`src/rtl/load_store_unit32_pkg.sv`:
```
// -----------------------------------------------------------------------------
// load_store_unit32_pkg
// Shared definitions for the load/store unit: FSM state encoding, access size
// encodings, size-to-byte-mask constants and small decode helpers.
// -----------------------------------------------------------------------------
package load_store_unit32_pkg;

    typedef enum logic [1:0] {
        ST_IDLE = 2'b00,
        ST_ACC0 = 2'b01,
        ST_ACC1 = 2'b10,
        ST_DONE = 2'b11
    } lsu_state_e;

    localparam logic [1:0] SZ_B   = 2'b00;
    localparam logic [1:0] SZ_H   = 2'b01;
    localparam logic [1:0] SZ_W   = 2'b10;
    localparam logic [1:0] SZ_INV = 2'b11;

    // Byte masks over an 8-byte window (two consecutive words).
    localparam logic [7:0] MASK_B = 8'h01;
    localparam logic [7:0] MASK_H = 8'h03;
    localparam logic [7:0] MASK_W = 8'h0F;

    function automatic logic [7:0] size_mask(input logic [1:0] size);
        case (size)
            SZ_B:    size_mask = MASK_B;
            SZ_H:    size_mask = MASK_H;
            SZ_W:    size_mask = MASK_W;
            default: size_mask = 8'h00;
        endcase
    endfunction

    // True when an access of this size at this byte offset spills into the
    // next word.
    function automatic logic is_crossing(input logic [1:0] size, input logic [1:0] offset);
        case (size)
            SZ_B:    is_crossing = 1'b0;
            SZ_H:    is_crossing = (offset == 2'b11);
            SZ_W:    is_crossing = (offset != 2'b00);
            default: is_crossing = 1'b0;
        endcase
    endfunction

endpackage

```
`src/rtl/load_store_unit32_align.sv`:
```
// -----------------------------------------------------------------------------
// lsu_align32
// Combinational data alignment for the load/store unit.
//   Store path: shifts right-aligned store data into an 8-byte window, picks
//               the lane for the word being accessed and merges it bytewise
//               into the word currently read from memory.
//   Load path : extracts the addressed bytes from {hi,lo} and sign/zero
//               extends them to 32 bits.
// Ports:
//   size_i, unsigned_i, offset_i : latched request attributes
//   hi_word_i                    : 1 while accessing the second word
//   wdata_i                      : right-aligned store data
//   mem_word_i                   : current memory read data
//   lo_i, hi_i                   : buffered first/second read words
//   merged_o                     : word to write back
//   load_o                       : extended load result
// -----------------------------------------------------------------------------
module lsu_align32
    import load_store_unit32_pkg::*;
(
    input  logic [1:0]  size_i,
    input  logic        unsigned_i,
    input  logic [1:0]  offset_i,
    input  logic        hi_word_i,
    input  logic [31:0] wdata_i,
    input  logic [31:0] mem_word_i,
    input  logic [31:0] lo_i,
    input  logic [31:0] hi_i,
    output logic [31:0] merged_o,
    output logic [31:0] load_o
);

    logic [7:0]  window_s;
    logic [63:0] shifted_s;
    logic [3:0]  be_s;
    logic [31:0] lane_s;
    logic [63:0] extract_s;

    // Store path: byte enables and shifted data for the current word, then merge.
    always_comb begin
        window_s  = size_mask(size_i) << offset_i;
        shifted_s = {32'h0000_0000, wdata_i} << {offset_i, 3'b000};
        if (hi_word_i) begin
            be_s   = window_s[7:4];
            lane_s = shifted_s[63:32];
        end else begin
            be_s   = window_s[3:0];
            lane_s = shifted_s[31:0];
        end
        merged_o = mem_word_i;
        for (int b = 0; b < 4; b++) begin
            if (be_s[b]) begin
                merged_o[8*b +: 8] = lane_s[8*b +: 8];
            end else begin
                merged_o[8*b +: 8] = mem_word_i[8*b +: 8];
            end
        end
    end

    // Load path: extract addressed bytes (little-endian) and extend.
    always_comb begin
        extract_s = {hi_i, lo_i} >> {offset_i, 3'b000};
        case (size_i)
            SZ_B: begin
                if (unsigned_i) begin
                    load_o = {24'h00_0000, extract_s[7:0]};
                end else begin
                    load_o = {{24{extract_s[7]}}, extract_s[7:0]};
                end
            end
            SZ_H: begin
                if (unsigned_i) begin
                    load_o = {16'h0000, extract_s[15:0]};
                end else begin
                    load_o = {{16{extract_s[15]}}, extract_s[15:0]};
                end
            end
            SZ_W:    load_o = extract_s[31:0];
            default: load_o = 32'h0000_0000;
        endcase
    end

endmodule

```
`src/rtl/load_store_unit32.sv`:
```
// -----------------------------------------------------------------------------
// load_store_unit32
// Initiator side of a word-wide data memory. Converts byte/half/word loads and
// stores into one or two word accesses with read-modify-write merging for
// sub-word stores and sign/zero extension for loads.
// Ports:
//   clk, rst_n                 : clock, async active-low reset
//   req_*                      : request from execute stage (valid/ready)
//   resp_valid/rdata/error     : one-cycle response
//   mem_addr, mem_write_enable,
//   mem_write_data             : word-index memory access
//   mem_read_data              : combinational read of mem_addr
// -----------------------------------------------------------------------------
module load_store_unit32
    import load_store_unit32_pkg::*;
#(
    parameter int MEM_AW           = 30,
    parameter bit ALLOW_MISALIGNED = 1'b1
) (
    input  logic              clk,
    input  logic              rst_n,
    input  logic              req_valid,
    output logic              req_ready,
    input  logic              req_write,
    input  logic [1:0]        req_size,
    input  logic              req_unsigned,
    input  logic [31:0]       req_addr,
    input  logic [31:0]       req_wdata,
    output logic              resp_valid,
    output logic [31:0]       resp_rdata,
    output logic              resp_error,
    output logic [MEM_AW-1:0] mem_addr,
    output logic              mem_write_enable,
    output logic [31:0]       mem_write_data,
    input  logic [31:0]       mem_read_data
);

    lsu_state_e  state_q, state_d;
    logic        write_q, write_d;
    logic [1:0]  size_q, size_d;
    logic        unsigned_q, unsigned_d;
    logic [31:0] addr_q, addr_d;
    logic [31:0] wdata_q, wdata_d;
    logic [31:0] lo_q, lo_d;
    logic [31:0] hi_q, hi_d;
    logic        error_q, error_d;

    logic              cross_req_s;
    logic              cross_s;
    logic [MEM_AW-1:0] word0_s;
    logic [MEM_AW-1:0] word1_s;
    logic [31:0]       merged_s;
    logic [31:0]       load_s;
    logic              hi_word_s;

    assign cross_req_s = is_crossing(req_size, req_addr[1:0]);
    assign cross_s     = is_crossing(size_q, addr_q[1:0]);
    assign word0_s     = addr_q[MEM_AW+1:2];
    // Second word wraps to 0 at the top of the word-index space.
    assign word1_s     = word0_s + MEM_AW'(1);
    assign hi_word_s   = (state_q == ST_ACC1);

    lsu_align32 u_align (
        .size_i     (size_q),
        .unsigned_i (unsigned_q),
        .offset_i   (addr_q[1:0]),
        .hi_word_i  (hi_word_s),
        .wdata_i    (wdata_q),
        .mem_word_i (mem_read_data),
        .lo_i       (lo_q),
        .hi_i       (hi_q),
        .merged_o   (merged_s),
        .load_o     (load_s)
    );

    // State and request/buffer registers.
    always_ff @(posedge clk or negedge rst_n) begin
        if (!rst_n) begin
            state_q    <= ST_IDLE;
            write_q    <= 1'b0;
            size_q     <= SZ_B;
            unsigned_q <= 1'b0;
            addr_q     <= 32'h0000_0000;
            wdata_q    <= 32'h0000_0000;
            lo_q       <= 32'h0000_0000;
            hi_q       <= 32'h0000_0000;
            error_q    <= 1'b0;
        end else begin
            state_q    <= state_d;
            write_q    <= write_d;
            size_q     <= size_d;
            unsigned_q <= unsigned_d;
            addr_q     <= addr_d;
            wdata_q    <= wdata_d;
            lo_q       <= lo_d;
            hi_q       <= hi_d;
            error_q    <= error_d;
        end
    end

    // Next-state logic: request capture, access sequencing and read buffering.
    always_comb begin
        state_d    = state_q;
        write_d    = write_q;
        size_d     = size_q;
        unsigned_d = unsigned_q;
        addr_d     = addr_q;
        wdata_d    = wdata_q;
        lo_d       = lo_q;
        hi_d       = hi_q;
        error_d    = error_q;
        case (state_q)
            ST_IDLE: begin
                if (req_valid) begin
                    write_d    = req_write;
                    size_d     = req_size;
                    unsigned_d = req_unsigned;
                    addr_d     = req_addr;
                    wdata_d    = req_wdata;
                    if ((req_size == SZ_INV) || (cross_req_s && !ALLOW_MISALIGNED)) begin
                        error_d = 1'b1;
                        state_d = ST_DONE;
                    end else begin
                        error_d = 1'b0;
                        state_d = ST_ACC0;
                    end
                end else begin
                    state_d = ST_IDLE;
                end
            end
            ST_ACC0: begin
                lo_d = mem_read_data;
                if (cross_s) begin
                    state_d = ST_ACC1;
                end else begin
                    state_d = ST_DONE;
                end
            end
            ST_ACC1: begin
                hi_d    = mem_read_data;
                state_d = ST_DONE;
            end
            ST_DONE: begin
                state_d = ST_IDLE;
            end
            default: begin
                state_d = ST_IDLE;
            end
        endcase
    end

    // Output decode from state and latched request; reset returns state to
    // IDLE asynchronously so the write strobe falls without waiting for a clock.
    always_comb begin
        req_ready        = (state_q == ST_IDLE);
        resp_valid       = (state_q == ST_DONE);
        resp_error       = (state_q == ST_DONE) && error_q;
        resp_rdata       = 32'h0000_0000;
        mem_addr         = '0;
        mem_write_enable = 1'b0;
        mem_write_data   = 32'h0000_0000;
        case (state_q)
            ST_ACC0: begin
                mem_addr         = word0_s;
                mem_write_enable = write_q;
                if (write_q) begin
                    mem_write_data = merged_s;
                end else begin
                    mem_write_data = 32'h0000_0000;
                end
            end
            ST_ACC1: begin
                mem_addr         = word1_s;
                mem_write_enable = write_q;
                if (write_q) begin
                    mem_write_data = merged_s;
                end else begin
                    mem_write_data = 32'h0000_0000;
                end
            end
            ST_DONE: begin
                if (!error_q && !write_q) begin
                    resp_rdata = load_s;
                end else begin
                    resp_rdata = 32'h0000_0000;
                end
            end
            default: begin
                resp_rdata = 32'h0000_0000;
            end
        endcase
    end

endmodule

```
`config.mk`:
```
export PLATFORM = sky130hd
export DESIGN_NAME = load_store_unit32
export DESIGN_NICKNAME = d
export VERILOG_FILES = /design/src/rtl/load_store_unit32_pkg.sv /design/src/rtl/load_store_unit32_align.sv /design/src/rtl/load_store_unit32.sv
export SDC_FILE = /design/constraint.sdc
export NUM_CORES = 1
export LEC_CHECK = 0
export CAP_MARGIN = 5
export CORE_MARGIN = 10
export CORE_UTILIZATION = 51
export DETAILED_ROUTE_END_ITERATION = 6
export PLACE_DENSITY = 0.86
export RECOVER_POWER = 25
export SLEW_MARGIN = 15
export SYNTH_ARGS = -nofsm -noshare
export SYNTH_HDL_FRONTEND = slang
export SYNTH_SLANG_ARGS = --single-unit
```
`constraint.sdc`:
```
create_clock -name clk -period 2.6 [get_ports clk]
set_input_delay 0.52 -clock clk [delete_from_list [all_inputs] [get_ports clk]]
set_output_delay 0.52 -clock clk [all_outputs]
set_load 0.005 [all_outputs]
```
==> results by group <==
Synthesis
  • Syn_area_per_cell: 10.0 sq um
  • Count leader, synth: mux2_2
  • Synth Area in Adders: 1.37%
  • Synth Area in Compound Gates: 14.0%
  • Post-Syn Instances: 822
  • Netlist cell types: 54
  • Share of the synthesized area in the top cell type: 38.6%
  • Mapped Nets: 934
  • Syn Std Cell Area: 8230 sq um
  • Mux cell area share after synthesis: 29.6%
  • YS warnings: 0
  • Top_reg_cell synth: dfrtp_1
  • Combinational family with the most area after synthesis: multiplexers
  • Simple-gate portion of the synthesized area: 12.2%
  • Synth Area in XOR/XNOR: 0%
  • Post-synth EDFFs: 0
  • #FFs+latches synth: 127
  • Register area share after synthesis: 38.6%
  • Async SR Flop Fraction: 100%
  • Cell taking the most area after synthesis: dfrtp_1
  • Top post-synthesis cells by area: dfrtp_1 (39%), mux2_2 (21%), mux2i_1 (8.4%)
  • Top cells by count, synth: mux2_2 (155), dfrtp_1 (127), o21ai_0 (71)

CTS
  • Clock-pin slew of the registers on the worst-case setup and hold paths: 0.06 ns
  • CTS root buf: clkbuf_16
  • H-Tree Depth: 4
  • Clk buf depth: 2
  • Clk_lat worst skew: 0.45 ns
  • Hold buffer count at cts: 0
  • # clock sinks: 127
  • CTS tree: yes
  • Inserted Clock Buffers: 17

Timing
  • Max-slew headroom: 8.98%
  • Final Skew: 0.0108 ns
  • Fin. Hold Viols: 0
  • Setup violators final: 92
  • Tmin final: 3.36 ns
  • Fmax: 297 MHz
  • Final period util: 129%
  • RSZ-0062 raised after global routing: true
  • Measured slew at the worst slew-check pin: 1.37 ns
  • Final Max Tran Viols: 0
  • Setup WS post-layout: -0.762 ns

Setup path
  • CP Max Fanout: 5
  • CP Launch Type: flip-flop
  • Arrival @ worst endpoint: 2.84 ns
  • Crit-path most repeated cell: buf_4
  • CP required: 2.08 ns
  • Crit-path slowest cell: nor4_4
  • WS Path Type: flip-flop to output pin
  • Critical-path cell list: nand3_4 -> buf_4 -> nor4_4 -> buf_4 -> buf_12 -> clkbuf_16 -> buf_6 -> nand4_1 -> o31ai_1 -> buf_2
  • Worst setup EP type: output pin
  • CP max stage delay: 0.45 ns

Die
  • Die Height: 147 um
  • I/O pin cnt: 201
  • Row cnt: 46
  • Die Area: 21600 sq um
  • Die width: 147 um
  • Starting density of the core: 52.0%
  • Core footprint: 15800 sq um

Routing
  • Final WL: 45.4 mm
  • Wire per inst: 32.0 um
  • # DRC: 3
  • DR pass1 iterations: 7
  • Iteration-0 DRC count of the detailed router: 1347
  • Vias post-DR: 9906
  • Antenna-violating nets left: 0
  • Drt via density: 6.99

Global routing
  • Total grt overflow: 0
  • GRT Total Usage: 33.8%
  • Largest net degree at the start of global routing: 51
  • First-pass GRT wire length: 57.2 mm
  • Number of global-route vias before repair: 9477
  • Antenna violations before repair: 0

Placed design
  • Final Wtd Congestion: 0.945
  • Port bufs: 200
  • Hpwl dp: 21.5 mm
  • Placed cell areas: 11100 sq um
  • Cells after DPL: 1275

Power and ir drop
  • Peak supply drop: 1.08 mV
  • Pwr dens: 1590 nW/um^2
  • Cell internal pwr: 12.0 mW
  • Leak: 6.10 nW
  • Sequential share of power: 19.7%
  • Total power draw: 22.1 mW
  • Switching Fraction: 45.7%
  • Switching pwr: 10.1 mW
  • Clock Power Share: 13.1%
  • Logic pwr share: 67.1%

Status
  • Failing checks: DRC, setup timing
  • Status: complete, but fails checks

Finish
  • Final cell utilization of the core: 88.1%
  • Final instance area: 13900 sq um
  • Final instance count without filler cells: 1417
  • Diodes inserted: 0
  • Final #Nets: 1300
  • Fillers: 609
  • Proportion of layout cells with a drive suffix above 1: 58.6%
  • Area Overhead vs Synth: 69.3%

Job
  • Max-cap violations: 0

Worst hold path
  • Worst min path class: input pin to asynchronous set/reset pin
## cells by family (layout without fill, tap and decap cells)
group | count (synthesis) | count (layout)
DFF | 127 | 127
buffers and inverters | 81 | 459
AOI/OAI and AO/OA | 190 | 191
and+or+nand+nor | 191 | 191
muxes | 224 | 224
adders and majority gates | 9 | 9
## repair_timing
item,in CTS,in global routing
pin swaps,87,87
gates resized for setup,617,184
cloned,4,2
setup endpoints to repair,95,92
setup buffers,84,40
## metal layers
metal | global-route usage, % | vias up | routed length (um)
li1 | - | 3772 | -
met1 | 37.1 | 4752 | 14800
met2 | 55.5 | 1019 | 20500
met3 | 10.6 | 363 | 5800
met4 | 22.4 | 0 | 4280
met5 | 0 | - | 0
## state kept, by name, summed over array words and instances, names as in the netlist
name and count:
unsigned_q 1, wdata_q 32, write_q 1, size_q 2
lo_q 32, state_q 2, error_q 1, hi_q 24
addr_q 32
## final timing paths
path | from | endpoint | slack [ns] | depth (start not counted)
worst max register to register | addr_q[1] | state_q[0] | 0.46 | 11
worst max-delay path | addr_q[14] | mem_addr[22] | -0.76 | 10
worst min register to register | hi_q[13] | hi_q[13] | 0.51 | 1
max in group asynchronous | rst_n | lo_q[16] | 0.68 | 2
min in group clk | hi_q[13] | hi_q[13] | 0.51 | 1
worst min-delay path | rst_n | lo_q[10] | 0.37 | 1
## cells in the final DEF (no fill, tap or decap), types with 28 or more instances in the layout
cell type,count
o21ai_2,35
buf_4,119
mux2i_1,54
nor2_1,28
nand2_1,47
buf_2,83
dfrtp_1,122
mux2_2,149
buf_6,66
clkdlybuf4s50_1,104
a21oi_2,28
## power groups by stage
stage          Clock (mW)  Combinational, mW  Sequential, mW
2_1_floorplan           0               5.58            3.67
5_1_grt              2.96               15.2            4.42
3_3_place_gp            0               9.15            3.87
6_report             2.91               14.9            4.37
3_5_place_dp            0               9.37            3.95
4_1_cts              2.83               11.7            4.03
## area by class of cell
cell class | instances | area [sq um] | area share, %
Clock inverter | 12 | 230 | 1.65
Tap cell | 216 | 270 | 1.94
Timing Repair Buffer | 408 | 3690 | 26.4
Clock buffer | 20 | 467 | 3.35
Multi-Input combinational cell | 615 | 6010 | 43.1
Inverter | 19 | 85.1 | 0.610
Sequential cell | 127 | 3190 | 22.9
## metrics by stage
| step | hold slack (ns) | setup slack [ns] | TNS [ns] |
|---|---|---|---|
| after global placement | 0.484 | -0.479 | -11.39 |
| after CTS | 0.134 | -0.384 | -16.11 |
| final | 0.368 | -0.762 | -28.87 |
| after detailed placement | 0.493 | -0.483 | -15.00 |
| after global routing | 0.447 | -0.734 | -31.84 |
| after floorplan | 0.224 | 0.172 | 0 |
## worst max-delay path: cells and delay by family (launching register included)
family | cells | cell delay [ns]
buf+inv | 6 | 0.97
simple gates | 3 | 0.75
flops | 1 | 0.41
compound gates | 1 | 0.25
No activity file was read; power rests on OpenSTA's default activity.
==> patch, RTL diff (same settings) <==
Re-encode `lsu_state_e` (4 states) as one-hot, 4 bits wide.
--- a/src/rtl/load_store_unit32_pkg.sv
+++ b/src/rtl/load_store_unit32_pkg.sv
@@ -6,9 +6,9 @@
 package load_store_unit32_pkg;
 
-    typedef enum logic [1:0] {
-        ST_IDLE = 2'b00,
-        ST_ACC0 = 2'b01,
-        ST_ACC1 = 2'b10,
-        ST_DONE = 2'b11
+    typedef enum logic [3:0] {
+        ST_IDLE = 4'b0001,
+        ST_ACC0 = 4'b0010,
+        ST_ACC1 = 4'b0100,
+        ST_DONE = 4'b1000
     } lsu_state_e;
 
Function: no difference found for any inputs over 10 cycles, from zero or initial values and one cycle with rst_n low; not proved beyond that.
==> patch against the original RTL <==
The flow still finishes with violations (design-rule violations, negative setup slack); non-clock buffer count decreased by 28; highest routed layer is now met5; final cell count increased by 14%; worst setup slack got worse by 0.34 ns; maximum frequency decreased by 9.2%; clock skew decreased by 0.0046 ns; hold slack got worse by 0.035 ns; power decreased by 30%; area after synthesis increased by 1.7%; register-to-register slack got worse by 0.26 ns; via count increased by 15%; sequential cell count increased by 2; routed wire length decreased by 3.9%; design area decreased by 6.4%.
==> patch: results (changes against the original RTL) <==
Clock Latency Late Sink: 0.44 ns
Mux contribution to synthesized area: 10.6% (-19 points)
Most frequent cells after synthesis: nand2_1 (430), dfrtp_1 (128), a21oi_1 (69)
Asr flop ratio synth: 100% (unchanged)
Clock-pin slew on the worst setup and hold paths: 0.06 ns (about the same)
Adder-Cell Fraction of Synth Area: 0.896% (-0.47 points)
Worst setup margin: -1.10 ns (-0.341 ns)
Syn_nets: 1189 (+27%)
Via Count: 11381 (+15%)
Worst-margin pin slew: 1.28 ns (-0.0865 ns)
Status: finished with violations
DRC violation total after the first TritonRoute iteration: 2204 (+64%)
Synth Area in Compound Gates: 16.4% (+2.4 points)
Xor and xnor fraction of the mapped netlist area: 0% (unchanged)
Synth warn: 0 (unchanged)
Fillcell total: 856 (+41%)
Clock Skew: 0.00618 ns (-0.00462 ns)
Hpwl dp: 22800 microns (+6.1%)
FF-to-FF Start: state_q[3]
Crit-path slowest cell: o31ai_1
Post-layout nets: 1501 (+15%)
First-pass GRT wire length: 58300 microns (+1.9%)
Critical Path Fanout Max: 5 (unchanged)
Setup WS pre-CTS: -0.478 ns (+0.00471 ns)
Initial DRT Pass Iterations: 7 (unchanged)
Endpoints failing setup: 96 (+4.3%)
Largest regs: addr_q (32), lo_q (32), wdata_q (32)
Part of the Yosys area used for sequential elements: 38.6% (-0.051 points)
DR DRC count: 18 (+15)
HP Class: in2async
Routed WL: 43600 microns (-3.9%)
Crit path kind: reg2out
R2R cell count: 8 (-3)
RePlAce Congestion: 0.981 (+3.8%)
Crit-path max cell delay: 1.02 ns (+0.57 ns)
CTS buffer count: 17 (unchanged)
Top cells by area, synth: dfrtp_1 (38%), nand2_1 (19%), mux2i_1 (5.5%), a21oi_1 (4.1%), mux4_2 (3.8%)
Post-synthesis cell type count: 57 (+5.6%)
CP arrival: 3.18 ns (+0.34 ns)
Count of input and output buffers: 200 (unchanged)
Reg2reg end: state_q[0]
Worst-case vdd ir drop: 0.677 mV (-37%)
Root buf cell: clkbuf_16
R2R setup slack: 0.20 ns (-0.26 ns)
Largest net degree at the start of global routing: 48 (-5.9%)
Maximum clock path buffer count: 2 (unchanged)
Static Leak: 6.08 nW (-0.23%)
Total GRT Usage: 33.2% (-0.60 points)
Cell family with most CP delay: compound AO/OA/AOI/OAI gates
H-Tree Depth: 4 (unchanged)
Failing checks: design-rule violations, negative setup slack
Initial antenna violation count: 3 (+3)
Share of cells above drive strength 1: 34.8% (-24 points)
-- patch: cell count changes after synthesis, moves of 10 or more --
| cell | unedited run | this run |
|---|---|---|
| nor2_1 | 40 | 18 |
| nand2_1 | 58 | 430 |
| mux2i_1 | 69 | 46 |
| a31oi_1 | 10 | 21 |
| nand4_1 | 11 | 21 |
| clkbuf_1 | 30 | 64 |
| a21oi_1 | 45 | 69 |
| mux2_2 | 155 | 9 |
| a31o_2 | 0 | 10 |
| inv_1 | 18 | 8 |
| o21ai_0 | 71 | 37 |
| o31ai_1 | 3 | 19 |
| mux4_2 | 0 | 14 |
-- patch: logic make-up after synthesis --
| kind of cell | after synthesis |
|---|---|
| adders and majority gates | 6 |
| buffers and inverters | 98 |
| muxes | 70 |
| AOI/OAI and AO/OA | 212 |
| DFF | 129 |
| and+or+nand+nor | 565 |
-- patch: layer usage --
| metal | track usage (%) | vias up | wire, microns |
|---|---|---|---|
| li1 | - | 4407 | - |
| met1 | 36.8 | 5154 | 13900 |
| met2 | 52.7 | 1348 | 18700 |
| met3 | 11.6 | 470 | 6660 |
| met4 | 23.0 | 2 | 4300 |
| met5 | 0 | - | 13 |
-- patch: how the worst max path moves through the flow --
stage / slack [ns] / cells after the start / endpoint
after floorplan: 0.03 / 6 / resp_rdata[17]
after global placement: -0.42 / 6 / mem_write_data[23]
after detailed placement: -0.48 / 5 / resp_rdata[26]
after CTS: -0.56 / 6 / resp_rdata[26]
after global routing: -1.06 / 9 / mem_write_data[23]
final: -1.10 / 7 / mem_write_data[23]
-- patch: cell type report --
type	instances	area [sq um]	share of cell area [%]
multi-input combinational	854	5570	42.8
timing repair buffer	380	3320	25.5
sequential	129	3230	24.8
clock buffer	22	484	3.71
tap	216	270	2.07
clock inverter	10	108	0.825
inverter	10	46.3	0.355
antenna	1	2.50	0.0192
-- patch: report_power, final --
group / switching (mW) / leakage (nW) / internal, mW
clock network: 0.952 / 0.288 / 1.50
registers: 1.11 / 1.50 / 2.96
logic: 5.19 / 4.29 / 3.83
total: 7.25 / 6.08 / 8.29
-- patch: timing repair --
item	CTS	global route
endpoints found under the setup margin	98	97
gates resized for setup	544	94
buffers inserted	52	18
pin swaps	53	33
cloned	6	1
hold buffers	0	0
-- patch: metrics by stage --
stage | std cells | setup TNS (ns) | hold WS (ns) | instance area (sq um)
after detailed placement | 1517 | -26.26 | 0.462 | 11300
after global routing | 1622 | -49.39 | 0.403 | 13000
after global placement | 1517 | -22.85 | 0.454 | 11300
final | 1622 | -46.98 | 0.333 | 13000
after CTS | 1605 | -31.82 | 0.120 | 12600
after floorplan | 1080 | 0 | 0.224 | 8370
